$ cat config.mk
export PLATFORM = sky130hd
export DESIGN_NAME = msg_padder_flat
export DESIGN_NICKNAME = d
export VERILOG_FILES = /design/src/rtl/msg_padder_if.sv /design/src/rtl/msg_padder.sv /design/src/flat_wrapper.sv
export SDC_FILE = /design/constraint.sdc
export NUM_CORES = 1
export LEC_CHECK = 0
export ABC_AREA = 0
export BUFFER_PORTS_ARGS = -buffer_cell sky130_fd_sc_hd__buf_2
export CAP_MARGIN = 20
export CORE_MARGIN = 2
export CORE_UTILIZATION = 57
export CTS_CLUSTER_SIZE = 8
export DETAILED_ROUTE_END_ITERATION = 16
export HOLD_SLACK_MARGIN = 0.08
export PLACE_DENSITY_LB_ADDON = 0.08
export RECOVER_POWER = 100
export SLEW_MARGIN = 10
export SYNTH_ARGS = -nofsm -noshare
export SYNTH_HDL_FRONTEND = slang
export SYNTH_SLANG_ARGS = --single-unit
$ cat constraint.sdc
create_clock -name clk -period 3.2 [get_ports clk]
set_clock_uncertainty 0.2 [all_clocks]
set_input_delay 0.32 -clock clk [delete_from_list [all_inputs] [get_ports clk]]
set_output_delay 0.32 -clock clk [all_outputs]
set_load 0.01 [all_outputs]
$ cat src/rtl/msg_padder_if.sv
// Handshake bundle between a message source, the padder and the hash core.
//   in_*  : upstream word stream (valid/ready, big-endian data, last + byte count)
//   out_* : padded 32-bit words toward the hash core (valid/ready, block markers)
// master = source/sink side (testbench or surrounding logic), slave = padder.
interface msg_padder_if;
  logic        in_valid;
  logic        in_ready;
  logic [31:0] in_data;
  logic        in_last;
  logic [2:0]  in_nbytes;
  logic        out_valid;
  logic        out_ready;
  logic [31:0] out_data;
  logic        out_first;
  logic        out_msg_last;

  modport master (
    output in_valid, in_data, in_last, in_nbytes, out_ready,
    input  in_ready, out_valid, out_data, out_first, out_msg_last
  );

  modport slave (
    input  in_valid, in_data, in_last, in_nbytes, out_ready,
    output in_ready, out_valid, out_data, out_first, out_msg_last
  );
endinterface

$ cat src/rtl/msg_padder.sv
// SHA-2 style message padder (32-bit words, 512-bit blocks, 64-bit length).
// Forwards message words, inserts the 0x80 marker, zero-fills to word 14 of
// a block (spilling into an extra block when needed) and appends the 64-bit
// bit length. One registered output stage; latency 1 cycle.
// Ports:
//   clk   : rising-edge clock
//   reset : synchronous, active-low
//   bus   : msg_padder_if.slave (in_* upstream stream, out_* to hash core)
module msg_padder (
  input logic         clk,
  input logic         reset,
  msg_padder_if.slave bus
);

  typedef enum logic [2:0] {STREAM, PAD80, ZERO, LENHI, LENLO} state_t;

  state_t      state, state_nxt;
  logic [3:0]  wcnt, wcnt_nxt;     // index of the next word to be emitted
  logic [63:0] bcnt, bcnt_nxt;     // message length in bits
  logic        ov, ov_nxt;
  logic [31:0] od, od_nxt;
  logic        of, of_nxt;
  logic        ol, ol_nxt;

  logic        slot;               // output register free for a new word
  logic        load;
  logic        msg_last;
  logic [31:0] word;
  logic [2:0]  nb;                 // clamped byte count 0..4
  logic [31:0] tail_word;          // last input word with 0x80 marker applied
  logic [3:0]  wcnt_inc;
  state_t      after_pad;          // where to go once the 0x80 byte is out

  assign slot         = !ov || bus.out_ready;
  assign bus.in_ready = reset && (state == STREAM) && slot;
  assign nb           = (bus.in_nbytes > 3'd4) ? 3'd4 : bus.in_nbytes;
  assign wcnt_inc     = wcnt + 4'd1;
  assign after_pad    = (wcnt_inc == 4'd14) ? LENHI : ZERO;

  assign bus.out_valid    = ov;
  assign bus.out_data     = od;
  assign bus.out_first    = of;
  assign bus.out_msg_last = ol;

  // Keep bytes below nb, put 0x80 at byte nb, clear the rest.
  always_comb begin
    tail_word = '0;
    for (int i = 0; i < 4; i++) begin
      if (i < int'(nb))
        tail_word[31-8*i -: 8] = bus.in_data[31-8*i -: 8];
      else if (i == int'(nb))
        tail_word[31-8*i -: 8] = 8'h80;
    end
  end

  always_comb begin
    state_nxt = state;
    wcnt_nxt  = wcnt;
    bcnt_nxt  = bcnt;
    ov_nxt    = ov && !bus.out_ready;   // drop valid once the beat is taken
    od_nxt    = od;
    of_nxt    = of;
    ol_nxt    = ol;
    load      = 1'b0;
    msg_last  = 1'b0;
    word      = '0;

    unique case (state)
      STREAM: begin
        if (bus.in_valid && bus.in_ready) begin
          load = 1'b1;
          if (bus.in_last) begin
            bcnt_nxt = bcnt + 64'({nb, 3'b000});
            if (nb == 3'd4) begin
              word      = bus.in_data;
              state_nxt = PAD80;
            end else begin
              word      = tail_word;
              state_nxt = after_pad;
            end
          end else begin
            word     = bus.in_data;
            bcnt_nxt = bcnt + 64'd32;
          end
        end
      end
      PAD80: if (slot) begin
        load      = 1'b1;
        word      = 32'h8000_0000;
        state_nxt = after_pad;
      end
      ZERO: if (slot) begin
        load      = 1'b1;
        state_nxt = after_pad;
      end
      LENHI: if (slot) begin
        load      = 1'b1;
        word      = bcnt[63:32];
        state_nxt = LENLO;
      end
      LENLO: if (slot) begin
        // Counter is already at 15 here, so it wraps to 0 with this beat.
        load      = 1'b1;
        word      = bcnt[31:0];
        msg_last  = 1'b1;
        bcnt_nxt  = '0;
        state_nxt = STREAM;
      end
      default: state_nxt = STREAM;
    endcase

    if (load) begin
      ov_nxt   = 1'b1;
      od_nxt   = word;
      of_nxt   = (wcnt == 4'd0);
      ol_nxt   = msg_last;
      wcnt_nxt = wcnt_inc;
    end
  end

  always_ff @(posedge clk) begin
    if (!reset) begin
      state <= STREAM;
      wcnt  <= '0;
      bcnt  <= '0;
      ov    <= 1'b0;
      od    <= '0;
      of    <= 1'b0;
      ol    <= 1'b0;
    end else begin
      state <= state_nxt;
      wcnt  <= wcnt_nxt;
      bcnt  <= bcnt_nxt;
      ov    <= ov_nxt;
      od    <= od_nxt;
      of    <= of_nxt;
      ol    <= ol_nxt;
    end
  end

endmodule

$ cat src/flat_wrapper.sv
// flat-port wrapper written by rule: the top's interface ports become plain ports
module msg_padder_flat 
  (clk, reset, bus_in_valid, bus_in_data, bus_in_last, bus_in_nbytes, bus_out_ready, bus_in_ready, bus_out_valid, bus_out_data, bus_out_first, bus_out_msg_last);
  msg_padder_if bus_i ();
  input logic clk;
  input logic reset;
  input wire logic [$bits(bus_i.in_valid)-1:0] bus_in_valid;
  input wire logic [$bits(bus_i.in_data)-1:0] bus_in_data;
  input wire logic [$bits(bus_i.in_last)-1:0] bus_in_last;
  input wire logic [$bits(bus_i.in_nbytes)-1:0] bus_in_nbytes;
  input wire logic [$bits(bus_i.out_ready)-1:0] bus_out_ready;
  output wire logic [$bits(bus_i.in_ready)-1:0] bus_in_ready;
  output wire logic [$bits(bus_i.out_valid)-1:0] bus_out_valid;
  output wire logic [$bits(bus_i.out_data)-1:0] bus_out_data;
  output wire logic [$bits(bus_i.out_first)-1:0] bus_out_first;
  output wire logic [$bits(bus_i.out_msg_last)-1:0] bus_out_msg_last;
  assign bus_i.in_valid = bus_in_valid;
  assign bus_i.in_data = bus_in_data;
  assign bus_i.in_last = bus_in_last;
  assign bus_i.in_nbytes = bus_in_nbytes;
  assign bus_i.out_ready = bus_out_ready;
  assign bus_in_ready = bus_i.in_ready;
  assign bus_out_valid = bus_i.out_valid;
  assign bus_out_data = bus_i.out_data;
  assign bus_out_first = bus_i.out_first;
  assign bus_out_msg_last = bus_i.out_msg_last;
  msg_padder u_core (.clk(clk), .reset(reset), .bus(bus_i));
endmodule
# Yosys cells after proc, flatten, opt, wreduce, memory -nomap -nowiden

Cells that the tools add are included.

Add/sub/neg operators: 3
Multiply operators: 0
Divide/modulo/power cells: 0
Order comparisons: 5
Equality and inequality tests: 14
Shift-type cells: 0
Muxes and demuxes: 33
Bitwise gates (word level): 0
Reductions and logical operators: 15

Operators with widths:

| cell                  | number |
|---|---|
| $mux 32               | 6 |
| $mux 64               | 3 |
| $pmux 32 s4           | 1 |
| $pmux 64 s2           | 1 |
| $add 64x6->64         | 1 |
| $add 64x6->64 const B | 1 |
| $mux 8                | 8 |
| $mux 3                | 7 |
| $pmux 3 s4            | 1 |
| $eq 3x2->1 const B    | 2 |
| $eq 3x3->1 const A    | 2 |
| $eq 3x3->1 const B    | 2 |
| $logic_not 3->1       | 2 |
| $lt 1x3->1 const A    | 2 |
| $lt 2x3->1 const A    | 2 |
| $ne 2x1->1 const B    | 3 |
| $mux 1                | 5 |
| $reduce_and 5->1      | 1 |
| $add 4x1->4 const B   | 1 |
| $eq 4x4->1 const B    | 1 |
| $logic_and 1x1->1     | 4 |
| $logic_not 4->1       | 1 |
| $ne 2x2->1 const B    | 2 |
| $reduce_or 4->1       | 1 |
| other kinds (9)       | 10 |

Flip-flop bits (word level): 106
Latch bits: 0
Bits in writable memories: 0
Bits in read-only memories: 0
Input port bits: 40
Output and inout bits: 36
Logic and storage cells: 77
Memories: 0

# Depth between registers and ports, before layout

Gate-level depths: netlist of run 1.

Depth in word-level cells: 9
Gate-level depth with buffers: 10
Depth with buffers taken out: 8

# Least setup slack after synthesis of run 1

Ideal clock, no wire load.

Path kind: input port to flip-flop
Start: input bus_in_nbytes[0]
End: register u_core.bcnt[49]
Setup time: 70 ps
Arrival time: 2,301 ps
Required time: 2,930 ps
Setup slack: 628 ps
Stages: 9
Path buffers: 1
Cell sequence: nor2b_1 > ha_1 > fa_1 > nand2_1 > a211oi_4 > nand4_2 > clkbuf_1 > or4_1 > a21oi_1

Longest elaborated chain between the ends: 6

Ends and longest elaborated chain:

| item                 | line               | text |
|---|---|---|
| from (decl)          | flat_wrapper.sv:10 | `input wire logic [$bits(bus_i.in_nbytes)-1:0] bus_in_nbytes;` |
| $gt 3x3->1           | msg_padder.sv:36   | `assign nb = (bus.in_nbytes > 3'd4) ? 3'd4 : bus.in_nbytes;` |
| $mux 3 (*)           | msg_padder.sv:36   |  |
| $add 64x6->64 (*)    | msg_padder.sv:73   | `bcnt_nxt = bcnt + 64'({nb, 3'b000});` |
| $mux 64 (*)          | msg_padder.sv:72   | `if (bus.in_last) begin` |
| $mux 64 (*)          | msg_padder.sv:70   | `if (bus.in_valid && bus.in_ready) begin` |
| $pmux 64 s2 (*)      | msg_padder.sv:68   | `unique case (state)` |
| to (signal assigned) | msg_padder.sv:133  | `bcnt <= bcnt_nxt;` |
| to (decl)            | msg_padder.sv:19   | `logic [63:0] bcnt, bcnt_nxt;` |

Mark *: on every way between the ends. The rest lies on a longest branch, timed or not. The select of a mux whose other input is x is not followed.
A chain may end at the register's enable or synchronous reset.

# Worst setup path after layout of run 1

Start: register u_core.bcnt[3]
End: register u_core.bcnt[63]

Longest elaborated chain between the ends: 4
Elaborated cells on any way between the ends: 5
Classes of those cells: add/sub: 2; mux: 3

Ends and longest elaborated chain:

| item                             | line |
|---|---|
| $add 64x6->64 (on tied branches) | msg_padder.sv:83, msg_padder.sv:73 |
| $mux 64 (*)                      | msg_padder.sv:72 |
| $mux 64 (*)                      | msg_padder.sv:70 |
| $pmux 64 s2 (*)                  | msg_padder.sv:68 |

Marked as above.

==> results of run 1 <==
==> layer usage <==
layer	share of wire, %	GRT usage, %
met5	0	0
met4	1.6	9.80
met3	6.2	4.04
met2	49	49.3
met1	43	38.5
==> power groups by stage <==
stage / combinational [mW] / clock (mW) / sequential (mW)
after global routing: 0.715 / 0.939 / 1.44
after CTS: 0.670 / 0.894 / 1.42
after global placement: 0.628 / 0 / 1.45
after floorplan: 0.423 / 0 / 1.46
final: 0.637 / 0.880 / 1.42
after detailed placement: 0.641 / 0 / 1.45
==> critical path: stages (launching register included) <==
cell,delay (ns)
dfxtp_1,0.38
ha_1,0.23
fa_1,0.23
nand2_1,0.12
a211oi_4,0.30
nand4_2,0.41
clkbuf_1,0.35
or3_1,0.39
a21oi_1,0.15
==> how the worst min path moves through the flow <==
stage | cells after the start | from | endpoint | slack, ns
global placement | 2 | u_core.bus.out_data[31]$_SDFFE_PN0P_ | u_core.bus.out_data[31]$_SDFFE_PN0P_ | 0.24
floorplan | 2 | u_core.bcnt[62]$_SDFFE_PN0P_ | u_core.bcnt[62]$_SDFFE_PN0P_ | 0.26
detailed placement | 2 | u_core.bus.out_data[6]$_SDFFE_PN0P_ | u_core.bus.out_data[6]$_SDFFE_PN0P_ | 0.24
CTS | 3 | bus_in_data[3] | u_core.bus.out_data[3]$_SDFFE_PN0P_ | 0.09
finish | 3 | bus_in_data[25] | u_core.bus.out_data[25]$_SDFFE_PN0P_ | 0.10
global route | 3 | bus_in_data[25] | u_core.bus.out_data[25]$_SDFFE_PN0P_ | 0.10
==> per-stage QoR <==
stage          total power [mW]  util [%]  instance area, um2
2_1_floorplan              1.88         -                5100
3_3_place_gp               2.08      64.4                5610
3_5_place_dp               2.09      64.4                5610
4_1_cts                    2.99      69.9                6090
5_1_grt                    3.09      68.9                6000
6_report                   2.94      68.9                6000
==> synthesized netlist by cell type, drive strengths merged, types with 7 or more instances <==
| cell type | number | area share, % |
|---|---|---|
| a21oi | 80 | 7.8 |
| a222oi | 29 | 5.7 |
| clkbuf | 39 | 2.9 |
| dfxtp | 103 | 40 |
| ha | 7 | 1.7 |
| inv | 12 | 0.88 |
| nand2 | 63 | 4.6 |
| nand3 | 26 | 2.6 |
| nand4 | 24 | 3.2 |
| nor2 | 49 | 3.8 |
| nor3 | 14 | 1.6 |
| o21ai | 28 | 2.7 |
| o31ai | 23 | 3.4 |
| or3 | 17 | 2.1 |
| or4 | 25 | 3.7 |
| xnor2 | 9 | 1.5 |
==> cell families (layout without fill, tap and decap cells) <==
kind of cell / Yosys count / count (layout)
flops: 103 / 103
mux: 5 / 5
fa+ha+maj: 8 / 8
buf+inv: 53 / 148
xor+xnor: 15 / 15
simple gates: 252 / 252
compound gates: 186 / 186
==> sequential cells by signal (all words and copies together) (netlist names) <==
register                 cells
u_core.state                 3
u_core.wcnt                  4
u_core.bcnt                 61
u_core.bus.out_valid         1
u_core.bus.out_first         1
u_core.bus.out_msg_last      1
u_core.bus.out_data         32
==> layout make-up <==
cell class	count	area (um2)	share of cell area, %
Multi-Input combinational cell	466	2840	47.3
Sequential cell	103	2060	34.3
Timing Repair Buffer	121	712	11.9
Tap cell	108	135	2.25
Clock buffer	10	128	2.13
Clock inverter	5	82.6	1.38
Inverter	12	45.0	0.750
==> repair_timing <==
| action | CTS | global route |
|---|---|---|
| hold endpoints to repair | 27 | 0 |
| resized for setup | 0 | 0 |
| hold buffers | 27 | 0 |
==> flow_metrics.env, run 1 <==
export IMPL_fp_dieH_um=98.6
export IMPL_syn_to_final_growth_pct=17.7
export IMPL_path_max_fanout=19
export IMPL_crit_path_start_kind="register"
export IMPL_synthAdderAreaFrac_pct=2.11
export IMPL_rr_worst_depth=8
export IMPL_dr_pass1_iters=7
export IMPL_period_needed_ns=2.82
export IMPL_async_reset_ff_share_pct=0
export IMPL_drtIter0Drc=399
export IMPL_synth_area_mm2=0.00510
export IMPL_final_common_cell="dfxtp_1"
export IMPL_avgSynthCellArea_um2=8.20
export IMPL_htreeDepth=3
export IMPL_io_buffers=75
export IMPL_setup_viol=0
export IMPL_nets=761
export IMPL_status="complete, no violations"
export IMPL_yosys_register_bits=103
export IMPL_critical_path_class="register to register"
export IMPL_relSlewSlack_pct=30.7
export IMPL_drive_gt1_share_pct=11.6
export IMPL_end_kind="register"
export IMPL_synth_simple_gate_area_share_pct=26.3
export IMPL_yosysWarnings=0
export IMPL_fin_ws_ns=0.382
export IMPL_cts_sinks=103
export IMPL_grt_antenna_before_repair=0
export IMPL_p_switching_uw=913
export IMPL_mostFrequentLayoutCells="dfxtp_1, a21oi_1, nand2_1"
export IMPL_tritoncts="built"
export IMPL_critPathArrivalTime_ns=2.91
export IMPL_pwr_share_clk_pct=29.9
export IMPL_power_density_mw_per_mm2=490
export IMPL_p_int_mw=2.03
export IMPL_max_cap_violations=0
export IMPL_max_freq_mhz=355
export IMPL_synth_edf_count=0
export IMPL_track_usage_pct=29.1
export IMPL_synth_cell_types=51
export IMPL_io_pins=76
export IMPL_swShare_pct=31.0
export IMPL_cts_made_buffers=9
export IMPL_r2r_setup_slack_ns=0.38
export IMPL_post_route_period_util_pct=88.1
export IMPL_tns_ns=0
export IMPL_min_path_type="input port to register"
export IMPL_dieArea_mm2=0.00972
export IMPL_vias=5225
export IMPL_clk_path_buf_depth=2
export IMPL_crit_start="u_core.bcnt[3]$_SDFFE_PN0P_"
export IMPL_ant_nets=0
export IMPL_grt_first_pass_wirelength_um=23300
export IMPL_slew_viol_final=0
export IMPL_crit_path_end="u_core.bcnt[63]$_SDFFE_PN0P_"
export IMPL_leakagePower_nw=1.95
export IMPL_r2r_end="u_core.bcnt[63]$_SDFFE_PN0P_"
export IMPL_synth_compound_area_share_pct=23.7
export IMPL_routed_via_density=6.33
export IMPL_rsz0062_at_grt="no"
export IMPL_antenna_cells=0
export IMPL_coreArea_mm2=0.00872
export IMPL_cts_root_buf="clkbuf_8"
export IMPL_finalHoldWorstSlack_ns=0.103
export IMPL_clk_latency_ns=0.36
export IMPL_synthFlopType="dfxtp_1"
export IMPL_clk_pin_slew_ns=0.10
export IMPL_synthXorXnorAreaFrac_pct=2.57
export IMPL_combPwrFrac_pct=21.7
export IMPL_grt_max_degree=50
export IMPL_peakVddDrop_v=0.000286
export IMPL_seqPwrFrac_pct=48.4
export IMPL_drc=0
export IMPL_hold_viol=0
export IMPL_placedCellCount=783
export IMPL_finalNonFillerCells=825
export IMPL_syn_nets=670
export IMPL_start_util_pct=58.5
export IMPL_pre_cts_ws_ns=0.229
export IMPL_reg2reg_from="u_core.bcnt[3]$_SDFFE_PN0P_"
export IMPL_yosysSeqAreaShare_pct=40.4
export IMPL_place_congestion=0.895
export IMPL_fillCellCount=770
export IMPL_tightestPinTransition_ns=1.04
export IMPL_synth_top_family_by_area="simple AND/OR/NAND/NOR gates"
export IMPL_wire_per_inst_um=17.1
export IMPL_cp_required_ns=3.29
export IMPL_cts_setup_buffers=0
export IMPL_synth_cells=622
export IMPL_chipWidth_um=98.6
export IMPL_synth_mux_area_share_pct=0.981
export IMPL_drt_wl_total_um=14100
export IMPL_rows=34
export IMPL_grt_overflow_total=0
export IMPL_dp_hpwl_um=9930
export IMPL_grt_pass1_vias=4746
(Power assumes the default switching activity.)
==> run 2, diff against run 1 <==
Settings changed: CELL_PAD_IN_SITES_DETAIL_PLACEMENT set to 1, CELL_PAD_IN_SITES_GLOBAL_PLACEMENT set to 1, CORE_UTILIZATION 57 to 42.
==> run 2 against run 1 <==
Register-to-register slack lost 0.11 ns. Critical path depth shrank 3. First-iteration DRC count grew 3.0%. Clock power grew 23%. Worst setup slack lost 0.11 ns. Via count grew 1.6%. Sequential cell count is the same. Design area is essentially flat. Critical path type unchanged.
==> flow_metrics.env, run 2 (synthesized netlist as in run 1, its figures left out) <==
export IMPL_mostFrequentLayoutCells="dfxtp_1, a21oi_1, nand2_1"
export IMPL_rsz0062_at_grt="no"
export IMPL_cts_sinks=103
export IMPL_track_usage_pct=26.5
export IMPL_period_needed_ns=2.92
export IMPL_max_freq_mhz=342
export IMPL_cp_required_ns=3.28
export IMPL_drc=0
export IMPL_clk_path_buf_depth=2
export IMPL_start_util_pct=42.8
export IMPL_dr_max_layer_used="met4"
export IMPL_wl_met2_um=8510
export IMPL_tightestPinTransition_ns=1.17
export IMPL_critPathArrivalTime_ns=3.00
export IMPL_relSlewSlack_pct=22.1
export IMPL_grt_max_degree=50
export IMPL_clk_pin_slew_ns=0.07
export IMPL_place_congestion=0.845
export IMPL_dp_hpwl_um=11900
export IMPL_status="complete, no violations"
export IMPL_grt_antenna_before_repair=0
export IMPL_place_area_mm2=0.00567
export IMPL_dr_pass1_iters=6
export IMPL_met3WireLength_um=707
export IMPL_fp_dieH_um=114
export IMPL_slew_viol_final=0
export IMPL_max_cap_violations=0
export IMPL_clk_latency_ns=0.36
export IMPL_dieArea_mm2=0.0130
export IMPL_drtIter0Drc=411
export IMPL_cts_setup_buffers=0
export IMPL_min_path_type="input port to register"
export IMPL_grt_overflow_total=0
export IMPL_grt_pass1_vias=5411
export IMPL_io_pins=76
export IMPL_drt_met1_wl_um=7380
export IMPL_vias=5308
export IMPL_final_common_cell="dfxtp_1"
export IMPL_cts_made_buffers=9
export IMPL_placedCellCount=820
export IMPL_fin_area_mm2=0.00600
export IMPL_ant_nets=0
export IMPL_leakagePower_nw=1.93
export IMPL_power_density_mw_per_mm2=529
export IMPL_rows=40
export IMPL_end_kind="register"
export IMPL_tritoncts="built"
export IMPL_drt_wl_total_um=16900
export IMPL_drive_gt1_share_pct=12.3
export IMPL_top_register="u_core.bcnt"
export IMPL_antenna_cells=0
export IMPL_routed_via_density=6.26
export IMPL_io_buffers=75
export IMPL_critical_path_class="register to register"
export IMPL_hold_viol=0
export IMPL_path_max_fanout=16
export IMPL_coreArea_mm2=0.0119
export IMPL_wire_per_inst_um=19.9
export IMPL_post_cts_resize_count=0
export IMPL_tns_ns=0
export IMPL_finalNonFillerCells=848
export IMPL_htreeDepth=3
export IMPL_setup_viol=0
export IMPL_syn_to_final_growth_pct=17.6
export IMPL_largest_reg_flops=61
export IMPL_nets=744
export IMPL_peakVddDrop_v=0.000235
export IMPL_crit_path_start_kind="register"
export IMPL_cts_root_buf="clkbuf_16"
export IMPL_grt_first_pass_wirelength_um=27300
export IMPL_post_route_period_util_pct=91.4
export IMPL_chipWidth_um=114
export IMPL_finalPower_mw=3.17
==> run 2: critical path, stage by stage (launching register included) <==
cell	delay [ns]
dfxtp_1	0.59
or3b_2	0.56
nor2_2	0.61
clkbuf_2	0.50
a222oi_1	0.18
a21oi_1	0.20
==> run 2: area by class of cell <==
class,count,area (um2)
multi-input combinational,466,2840
fill,1464,5910
sequential,103,2060
tap,147,184
inverter,12,45.0
clock buffer,12,256
timing repair buffer,104,587
clock inverter,4,28.8
==> run 2: final timing paths <==
path | startpoint | slack (ns) | end | cells past startpoint
max | u_core.state[2]$_SDFFE_PN0P_ | 0.28 | u_core.bus.out_data[24]$_SDFFE_PN0P_ | 5
min | bus_in_data[25] | 0.08 | u_core.bus.out_data[25]$_SDFFE_PN0P_ | 3
max reg2reg | u_core.state[2]$_SDFFE_PN0P_ | 0.28 | u_core.bus.out_data[24]$_SDFFE_PN0P_ | 5
min reg2reg | u_core.bus.out_data[3]$_SDFFE_PN0P_ | 0.26 | u_core.bus.out_data[3]$_SDFFE_PN0P_ | 2
==> run 2: stage by stage <==
stage	setup WS, ns	hold WS (ns)	utilization [%]
2_1_floorplan	0.628	0.256	-
3_3_place_gp	0.492	0.241	47.6
3_5_place_dp	0.387	0.248	47.6
4_1_cts	0.433	0.0823	51.0
5_1_grt	0.150	0.0886	50.4
6_report	0.276	0.0810	50.4
==> run 2: power by group <==
group / total, mW / switching [mW] / internal, mW
Combinational: 0.662 / 0.436 / 0.226
Clock: 1.08 / 0.505 / 0.573
Sequential: 1.43 / 0.0737 / 1.36
==> run 2: per-layer routing <==
| metal | track usage, % | vias to the layer above |
|---|---|---|
| met5 | 0 | - |
| met4 | 9.76 | 0 |
| met3 | 3.28 | 21 |
| met2 | 47.7 | 118 |
| met1 | 32.2 | 2671 |
| li1 | - | 2498 |
==> run 2: repair_timing <==
action                                 CTS  global route
setup endpoints to repair                0             0
endpoints found under the hold margin   12             0
hold buffers                            12             0
